$ cat config.mk
export PLATFORM = sky130hd
export DESIGN_NAME = char_bus_ctrl_flat
export DESIGN_NICKNAME = d
export VERILOG_FILES = /design/src/rtl/coffee_bus_pkg.sv /design/src/rtl/char_bus_ctrl_if.sv /design/src/rtl/char_fill_engine.sv /design/src/rtl/char_bus_ctrl.sv /design/src/flat_wrapper.sv
export SDC_FILE = /design/constraint.sdc
export NUM_CORES = 1
export LEC_CHECK = 0
export CAP_MARGIN = 25
export CELL_PAD_IN_SITES_DETAIL_PLACEMENT = 0
export CELL_PAD_IN_SITES_GLOBAL_PLACEMENT = 1
export CORE_ASPECT_RATIO = 1.1
export CORE_MARGIN = 4
export CORE_UTILIZATION = 29
export DETAILED_ROUTE_END_ITERATION = 8
export MAX_ROUTING_LAYER = met4
export PLACE_DENSITY = 0.87
export SYNTH_ARGS = -nofsm -noshare
export SYNTH_HDL_FRONTEND = slang
export SYNTH_SLANG_ARGS = --single-unit
$ cat constraint.sdc
create_clock -name clock -period 2.67 [get_ports clock]
set_input_delay 0.534 -clock clock [delete_from_list [all_inputs] [get_ports clock]]
set_output_delay 0.534 -clock clock [all_outputs]
set_load 0.02 [all_outputs]
$ cat src/rtl/coffee_bus_pkg.sv
// Shared constants and types for the text-mode bus controller.
// Address map, control bit positions and fill FSM states.
package coffee_bus_pkg;

    localparam logic [3:0]  CHAR_BASE = 4'hE;
    localparam logic [15:0] CTRL_ADDR = 16'hFFFE;
    localparam logic [15:0] DISP_ADDR = 16'hFFFF;

    localparam int START = 8;
    localparam int ABORT = 9;

    typedef enum logic [1:0] {
        IDLE,
        FILL,
        DONE
    } fill_state_e;

endpackage

$ cat src/rtl/char_bus_ctrl_if.sv
// CPU-side bus bundle: address/data/strobe out, read data back,
// plus the main memory read data and write enable.
interface char_bus_ctrl_if;

    logic [15:0] cpu_addr;
    logic [31:0] cpu_wdata;
    logic        cpu_wren;
    logic [31:0] mem_q;
    logic [31:0] cpu_rdata;
    logic        mem_wren;

    modport master (
        output cpu_addr,
        output cpu_wdata,
        output cpu_wren,
        output mem_q,
        input  cpu_rdata,
        input  mem_wren
    );

    modport slave (
        input  cpu_addr,
        input  cpu_wdata,
        input  cpu_wren,
        input  mem_q,
        output cpu_rdata,
        output mem_wren
    );

endinterface

$ cat src/rtl/char_fill_engine.sv
// Screen-fill sequencer: walks cnt over the character RAM,
// yielding the write port whenever the CPU writes a cell.
module char_fill_engine
    import coffee_bus_pkg::*;
#(
    parameter int CHAR_AW  = 12,
    parameter int FILL_LEN = 4096
) (
    input  logic               clock,
    input  logic               rst,
    input  logic               start_i,
    input  logic               abort_i,
    input  logic               stall_i,
    input  logic [7:0]         char_i,
    output logic               req_o,
    output logic [CHAR_AW-1:0] req_addr_o,
    output logic [7:0]         req_data_o,
    output logic [CHAR_AW:0]   cnt_o,
    output logic               busy_o,
    output logic               done_o
);

    localparam logic [CHAR_AW:0] LAST = (CHAR_AW+1)'(FILL_LEN - 1);

    fill_state_e      state_q, state_d;
    logic [CHAR_AW:0] cnt_q, cnt_d;
    logic [7:0]       char_q, char_d;

    // State, counter and fill character registers.
    always_ff @(posedge clock or posedge rst) begin
        if (rst) begin
            state_q <= IDLE;
            cnt_q   <= '0;
            char_q  <= '0;
        end else begin
            state_q <= state_d;
            cnt_q   <= cnt_d;
            char_q  <= char_d;
        end
    end

    // Next state: abort beats start, start restarts from any state.
    always_comb begin
        state_d = state_q;
        cnt_d   = cnt_q;
        char_d  = char_q;
        req_o   = 1'b0;
        if (abort_i) begin
            state_d = IDLE;
        end else if (start_i) begin
            state_d = FILL;
            cnt_d   = '0;
            char_d  = char_i;
        end else begin
            unique case (state_q)
                FILL: begin
                    if (!stall_i) begin
                        req_o = 1'b1;
                        cnt_d = cnt_q + 1'b1;
                        if (cnt_q == LAST) begin
                            state_d = DONE;
                        end
                    end
                end
                DONE:    state_d = IDLE;
                default: state_d = state_q;
            endcase
        end
    end

    assign req_addr_o = cnt_q[CHAR_AW-1:0];
    assign req_data_o = char_q;
    assign cnt_o      = cnt_q;
    assign busy_o     = (state_q == FILL);
    assign done_o     = (state_q == DONE);

endmodule

$ cat src/rtl/char_bus_ctrl.sv
// Address decode, write routing, character port arbitration
// (CPU over fill), hex display register and CPU read mux.
module char_bus_ctrl #(
    parameter int          CHAR_AW   = 12,
    parameter int          FILL_LEN  = 4096,
    parameter logic [3:0]  CHAR_BASE = coffee_bus_pkg::CHAR_BASE,
    parameter logic [15:0] CTRL_ADDR = coffee_bus_pkg::CTRL_ADDR,
    parameter logic [15:0] DISP_ADDR = coffee_bus_pkg::DISP_ADDR
) (
    input  logic               clock,
    input  logic               rst,
    char_bus_ctrl_if.slave     bus,
    output logic [CHAR_AW-1:0] char_addr,
    output logic [7:0]         char_data,
    output logic               char_wren,
    output logic [15:0]        hex_value,
    output logic               fill_busy,
    output logic               fill_done
);

    logic               ctrl_hit, disp_hit, char_hit;
    logic               cpu_char_wr, ctrl_wr;
    logic               start, abort;
    logic               fill_req;
    logic [CHAR_AW-1:0] fill_addr;
    logic [7:0]         fill_data;
    logic [CHAR_AW:0]   fill_cnt;
    logic [CHAR_AW-1:0] char_addr_q;
    logic [7:0]         char_data_q;
    logic               char_wren_q;
    logic [15:0]        hex_q;
    logic               unused_wdata;

    assign ctrl_hit = (bus.cpu_addr == CTRL_ADDR);
    assign disp_hit = (bus.cpu_addr == DISP_ADDR);
    assign char_hit = (bus.cpu_addr[15:12] == CHAR_BASE)
                    && !ctrl_hit && !disp_hit;

    assign cpu_char_wr = bus.cpu_wren && char_hit;
    assign ctrl_wr     = bus.cpu_wren && ctrl_hit;
    assign abort = ctrl_wr && bus.cpu_wdata[coffee_bus_pkg::ABORT];
    assign start = ctrl_wr && bus.cpu_wdata[coffee_bus_pkg::START]
                 && !bus.cpu_wdata[coffee_bus_pkg::ABORT];

    assign bus.mem_wren = bus.cpu_wren
                        && !(char_hit || ctrl_hit || disp_hit);

    assign bus.cpu_rdata = ctrl_hit
        ? {fill_busy, 15'b0, 16'(fill_cnt)}
        : bus.mem_q;

    assign unused_wdata = ^bus.cpu_wdata[31:16];

    char_fill_engine #(
        .CHAR_AW  (CHAR_AW),
        .FILL_LEN (FILL_LEN)
    ) u_fill (
        .clock      (clock),
        .rst        (rst),
        .start_i    (start),
        .abort_i    (abort),
        .stall_i    (cpu_char_wr),
        .char_i     (bus.cpu_wdata[7:0]),
        .req_o      (fill_req),
        .req_addr_o (fill_addr),
        .req_data_o (fill_data),
        .cnt_o      (fill_cnt),
        .busy_o     (fill_busy),
        .done_o     (fill_done)
    );

    // Character write port: CPU write wins, else the fill request.
    always_ff @(posedge clock or posedge rst) begin
        if (rst) begin
            char_addr_q <= '0;
            char_data_q <= '0;
            char_wren_q <= 1'b0;
        end else if (cpu_char_wr) begin
            char_addr_q <= bus.cpu_addr[CHAR_AW-1:0];
            char_data_q <= bus.cpu_wdata[7:0];
            char_wren_q <= 1'b1;
        end else if (fill_req) begin
            char_addr_q <= fill_addr;
            char_data_q <= fill_data;
            char_wren_q <= 1'b1;
        end else begin
            char_wren_q <= 1'b0;
        end
    end

    // Hex display register, loaded by a write to the display address.
    always_ff @(posedge clock or posedge rst) begin
        if (rst) begin
            hex_q <= '0;
        end else if (bus.cpu_wren && disp_hit) begin
            hex_q <= bus.cpu_wdata[15:0];
        end
    end

    assign char_addr = char_addr_q;
    assign char_data = char_data_q;
    assign char_wren = char_wren_q;
    assign hex_value = hex_q;

endmodule

$ cat src/flat_wrapper.sv
// flat-port wrapper written by rule: the top's interface ports become plain ports
module char_bus_ctrl_flat 
#(
    parameter int          CHAR_AW   = 12,
    parameter int          FILL_LEN  = 4096,
    parameter logic [3:0]  CHAR_BASE = coffee_bus_pkg::CHAR_BASE,
    parameter logic [15:0] CTRL_ADDR = coffee_bus_pkg::CTRL_ADDR,
    parameter logic [15:0] DISP_ADDR = coffee_bus_pkg::DISP_ADDR
)
  (clock, rst, char_addr, char_data, char_wren, hex_value, fill_busy, fill_done, bus_cpu_addr, bus_cpu_wdata, bus_cpu_wren, bus_mem_q, bus_cpu_rdata, bus_mem_wren);
  char_bus_ctrl_if bus_i ();
  input  logic clock;
  input  logic rst;
  output logic [CHAR_AW-1:0] char_addr;
  output logic [7:0] char_data;
  output logic char_wren;
  output logic [15:0] hex_value;
  output logic fill_busy;
  output logic fill_done;
  input wire logic [$bits(bus_i.cpu_addr)-1:0] bus_cpu_addr;
  input wire logic [$bits(bus_i.cpu_wdata)-1:0] bus_cpu_wdata;
  input wire logic [$bits(bus_i.cpu_wren)-1:0] bus_cpu_wren;
  input wire logic [$bits(bus_i.mem_q)-1:0] bus_mem_q;
  output wire logic [$bits(bus_i.cpu_rdata)-1:0] bus_cpu_rdata;
  output wire logic [$bits(bus_i.mem_wren)-1:0] bus_mem_wren;
  assign bus_i.cpu_addr = bus_cpu_addr;
  assign bus_i.cpu_wdata = bus_cpu_wdata;
  assign bus_i.cpu_wren = bus_cpu_wren;
  assign bus_i.mem_q = bus_mem_q;
  assign bus_cpu_rdata = bus_i.cpu_rdata;
  assign bus_mem_wren = bus_i.mem_wren;
  char_bus_ctrl #(.CHAR_AW(CHAR_AW), .FILL_LEN(FILL_LEN), .CHAR_BASE(CHAR_BASE), .CTRL_ADDR(CTRL_ADDR), .DISP_ADDR(DISP_ADDR)) u_core (.clock(clock), .rst(rst), .bus(bus_i), .char_addr(char_addr), .char_data(char_data), .char_wren(char_wren), .hex_value(hex_value), .fill_busy(fill_busy), .fill_done(fill_done));
endmodule
# After elaboration in Yosys (flattened, before gate mapping)
# Cells that the tools add are included.
[op_classes] add_sub_neg=1 eq_ne=9 muxes=19 bitwise_logic=1 reduce_logical=21
[ops] op="$mux 13" n=3
[ops] op="$eq 16x16->1 const B" n=2
[ops] op="$mux 32" n=1
[ops] op="$mux 12" n=2
[ops] op="$mux 8" n=2
[ops] op="$add 13x1->13 const B" n=1
[ops] op="$eq 13x12->1 const B" n=1
[ops] op="$logic_and 1x1->1" n=9
[ops] op="$mux 2" n=4
[ops] op="$ne 4x4->1 const B" n=2
[ops] op="$mux 1" n=6
[ops] op="$reduce_and 3->1" n=2
[ops] op="$eq 4x4->1 const B" n=1
[ops] op="$logic_not 1->1" n=4
[ops] op="$pmux 2 s2" n=1
[ops] op="$reduce_bool 2->1" n=2
[ops] op="$reduce_bool 4->1" n=1
[ops] op="$eq 2x1->1 const B" n=1
[ops] op="$eq 2x2->1 const B" n=1
[ops] op="$logic_or 1x1->1" n=2
[ops] op="$ne 2x1->1 const B" n=1
[ops] op="$reduce_and 2->1" n=1
[ops] op="$not 1->1" n=1
[word_totals] register_bits=60 inputBits=83 word_cells=58

# Longest topological paths before layout
[depth] word_depth=11 ltp_mapped=7 depth_no_buf=6

# Hierarchy
# From an unflattened synthesis, not the netlist that was laid out.
[hier_totals] hier_cells=293 area_unflattened_um2=3208.1
[by_module_without_submodules] mod="char_bus_ctrl" instances=1 cells_per_inst=173 area_each_um2=1990.7 seq_area_each_um2=925.9
[by_module_without_submodules] mod="char_fill_engine" instances=1 cells_per_inst=120 area_each_um2=1217.4 seq_area_each_um2=575.6

# Least setup slack after synthesis
# Ideal clock, no wire load.
[synth_path] kind="input-to-output" from="in bus_cpu_addr[2]" to="out bus_cpu_rdata[31]" t_arrival_ps=2076 slack_ps=60 stages=5 path_buffers=2 cell_sequence="nand4_2 or4_1 buf_2 clkbuf_1 o21ai_0"
[synth_between] elab_chain_cells=2
[synth_lines] item="from (decl)" line="flat_wrapper.sv:20" text="input wire logic [$bits(bus_i.cpu_addr)-1:0] bus_cpu_addr;"
[synth_lines] item="$eq 16x16->1" line="char_bus_ctrl.sv:34" text="assign ctrl_hit = (bus.cpu_addr == CTRL_ADDR);"
[synth_lines] item="$mux 32" line="char_bus_ctrl.sv:49" text="? {fill_busy, 15'b0, 16'(fill_cnt)}"
[synth_lines] item="to (decl)" line="flat_wrapper.sv:24" text="output wire logic [$bits(bus_i.cpu_rdata)-1:0] bus_cpu_rdata;"
# No other way between the ends.

# Final worst setup path
[layout_path] from="in bus_cpu_addr[9]" to="out bus_cpu_rdata[27]"
# The elaborated chain is that of the path after synthesis.

==> out/results.tsv <==
stage	metric	value	unit
run_status	status	complete, no violations	
sta	worst_slew_pin_slew	509	ps
global_routing	grt_first_pass_wirelength	16.2	mm
worst_setup_path	critPathSlowestCell	or4_4	
worst_setup_path	end_kind	output port	
die	die_w	106	um
sta	slew_violations	0	
logic_synthesis	syn_inst	298	
sta	whs	479	ps
global_routing	grt_max_degree	41	
worst_setup_path	critical_path_depth	7	
detailed_routing	drt_iter0_markers	138	
worst_setup_path	crit_required	2140	ps
worst_setup_path	cp-endpoint	bus_cpu_rdata[27]	
die	fp.dieH	116	um
worst_setup_path	max_stage_delay	620	ps
placed_design	dp_slack	-739	ps
power_and_ir_drop	peakVddDrop	331	uV
worst_setup_path	start_kind	input port	
final_layout	final_cell_mix	clkdlybuf4s50_1, dfrtp_1, nand2_1	
worst_setup_path	crit_type	input port to output port	
logic_synthesis	syn_area_per_cell	10.4	sq um
min_path	min_path_type	input port to flop	
logic_synthesis	synth_seq_area_share	0.486	
sta	period_share	0.990	
global_routing	grt_pass1_vias	3166	
sta	max_freq	0.378	GHz
clock_network	cts_hold_buffers	0	
final_layout	final_util	0.497	
clock_network	cts-root-buf	clkbuf_16	
placed_design	numPortBuffers	138	
sta	slew_headroom	0.652	
logic_synthesis	synth_area_leaders	dfrtp_1, mux2_2, a221o_1	
clock_network	numCtsBuffers	9	
run	max-cap-violations	0	
sta	rsz0062_at_grt	false	
final_layout	final_common_cell	clkdlybuf4s50_1	
die	core	10400	sq um
logic_synthesis	ys_warn_count	0	
sta	hold_viol_final	0	
logic_synthesis	synth_edf_count	0	
clock_network	clk_pin_slew	60	ps
worst_setup_path	r2r_slack	820	ps
logic_synthesis	synth_seq_cells	60	
worst_setup_path	timing.rr.end	u_core.char_addr[11]$_DFFE_PP0P_	
detailed_routing	drtAntennaViolNets	0	
die	io_pins	155	
detailed_routing	drc	0	
final_layout	fin_area	5160	sq um
global_routing	grt-busiest-layer	met2	
detailed_routing	drt-wirelength-per-cell	16.7	um
die	die-area	12400	sq um
clock_network	cts_tree	done	
detailed_routing	viasPerCell	4.93	
placed_design	dp_cells	588	
global_routing	track_usage	0.172	
clock_network	htreeDepth	3	
final_layout	area_growth	67.1	%
sta	fin_ws	26.4	ps
power_and_ir_drop	p_per_area	541	nW/um^2
logic_synthesis	syn_area	3090	sq um
worst_setup_path	cp_top_family	simple AND/OR/NAND/NOR gates	
sta	skew	9.20	ps
detailed_routing	postRouteWirelength	10.2	mm
final_layout	nets	547	
global_routing	grt_overflow	0	
worst_setup_path	cp_cell_sequence	clkdlybuf4s15_1 -> nand4_4 -> or4_4 -> buf_16 -> buf_6 -> and2_1 -> buf_4	
final_layout	antenna_cells	0	
placed_design	gp_congestion	0.927	
detailed_routing	dr.pass1.iters	4	
logic_synthesis	yosys.area.top_type	dfrtp_1	
placed_design	placed_area	4820	sq um
sta	setup_viol	0	
logic_synthesis	syn-num-nets	382	
worst_setup_path	r2r_cells	6	
global_routing	antenna_found_initial	0	
sta	layout_min_cycle_time	2640	ps
final_layout	drive_above_1_share	0.269	
logic_synthesis	synth_top_flop_cell	dfrtp_1	
logic_synthesis	synth-async-reset-ratio	1.00	
clock_network	cts_buffer_depth	2	
power_and_ir_drop	p_leak	2.40	nW
detailed_routing	vias	3013	
worst_setup_path	cp.arrival	2110	ps
final_layout	final_cells	611	
final_layout	fillers	997	
placed_design	hpwl	7.62	mm
worst_setup_path	critPathMaxFanout	8	
worst_setup_path	crit_buf_inv	4	
clock_network	clkLatencyLatePin	330	ps
logic_synthesis	synthDistinctLibCells	39	
global_routing	use_met1	0.201	
global_routing	grt_util_met3	0.0431	
die	initial_core_util	0.297	
logic_synthesis	synth_top_area_frac	0.486	
global_routing	use_met2	0.295	
worst_setup_path	crit_path_start	bus_cpu_addr[9]	
die	rows	39	
worst_setup_path	crit-reg2reg-launch	u_core.u_fill.state_q[1]$_DFFE_PP0P_	
clock_network	cts.sinks	60	
[worst register-to-register path, delay by kind of cell, from the launching register on]
kind / cells / cell delay (ps)
AO/OA/AOI/OAI: 2 / 580
buffers and inverters: 2 / 370
flip-flops: 1 / 400
AND/OR/NAND/NOR: 2 / 380
[area by class of cell]
class                      count  area (sq um)  area share
clock buffer                   9           225      0.0436
clock inverter                 7          98.8      0.0191
inverter                       5          18.8     0.00363
multi-input combinational    216          1510       0.293
sequential                    60          1500       0.291
tap                          143           179      0.0346
timing repair buffer         171          1630       0.316
[kinds of logic (layout without fill, tap and decap cells)]
kind of cell | count (synthesis) | in the layout | share of synthesized area
AO/OA/AOI/OAI | 48 | 48 | 0.130
AND/OR/NAND/NOR | 135 | 135 | 0.240
XOR/XNOR | 7 | 7 | 0.0198
multiplexers | 25 | 25 | 0.0911
buffers and inverters | 22 | 192 | 0.0292
adder cells (fa/ha/maj) | 1 | 1 | 0.00405
flip-flops | 60 | 60 | 0.486
[per-layer routing]
layer  up-vias  share of wire
met5         -              0
met1      1458           0.42
li1       1420              -
met4         0          0.010
met2       124           0.51
met3        11          0.064
[flip-flops by register name, indices dropped and copies added, names as in the netlist]
register,flops
u_core.u_fill.cnt_o,13
u_core.u_fill.req_data_o,8
u_core.char_addr,12
u_core.char_wren,1
u_core.char_data,8
u_core.hex_value,16
u_core.u_fill.state_q,2
[repair_timing]
action | CTS | global route
pin swaps | 0 | 1
endpoints found under the setup margin | 33 | 32
cloned | 1 | 0
setup buffers | 6 | 0
gates resized for setup | 138 | 26
[report_power, final]
group          internal, mW  switching, mW  total, mW
sequential            0.974         0.0433       1.02
combinational         0.288          0.245      0.533
clock                 0.820          0.424       1.24
total                  2.08          0.712       2.79
[synth_stat cells, types with 7 or more instances]
cell type	number
nor2_1	13
nand2_1	45
a21oi_1	11
nand3_1	7
and2_1	20
and3_1	20
clkbuf_1	11
a221o_1	21
dfrtp_1	60
xnor2_1	7
mux2_2	25
[metrics by stage]
| stage | power, mW | TNS (ps) |
|---|---|---|
| floorplan | 1.24 | 0 |
| global placement | 1.58 | -21920 |
| detailed placement | 1.59 | -23670 |
| CTS | 2.83 | 0 |
| global route | 2.90 | 0 |
| finish | 2.79 | 0 |
[how the worst min path moves through the flow]
stage,startpoint,cells past startpoint,end
6_report,bus_cpu_addr[10],2,u_core.char_addr[10]$_DFFE_PP0P_
5_1_grt,bus_cpu_addr[10],2,u_core.char_addr[10]$_DFFE_PP0P_
4_1_cts,u_core.u_fill.req_data_o[3]$_DFFE_PP0P_,1,u_core.u_fill.req_data_o[3]$_DFFE_PP0P_
3_5_place_dp,u_core.u_fill.req_data_o[3]$_DFFE_PP0P_,1,u_core.u_fill.req_data_o[3]$_DFFE_PP0P_
3_3_place_gp,u_core.u_fill.req_data_o[1]$_DFFE_PP0P_,1,u_core.u_fill.req_data_o[1]$_DFFE_PP0P_
2_1_floorplan,u_core.u_fill.req_data_o[0]$_DFFE_PP0P_,1,u_core.u_fill.req_data_o[0]$_DFFE_PP0P_
Note: power is estimated with default switching activity, not from simulation.
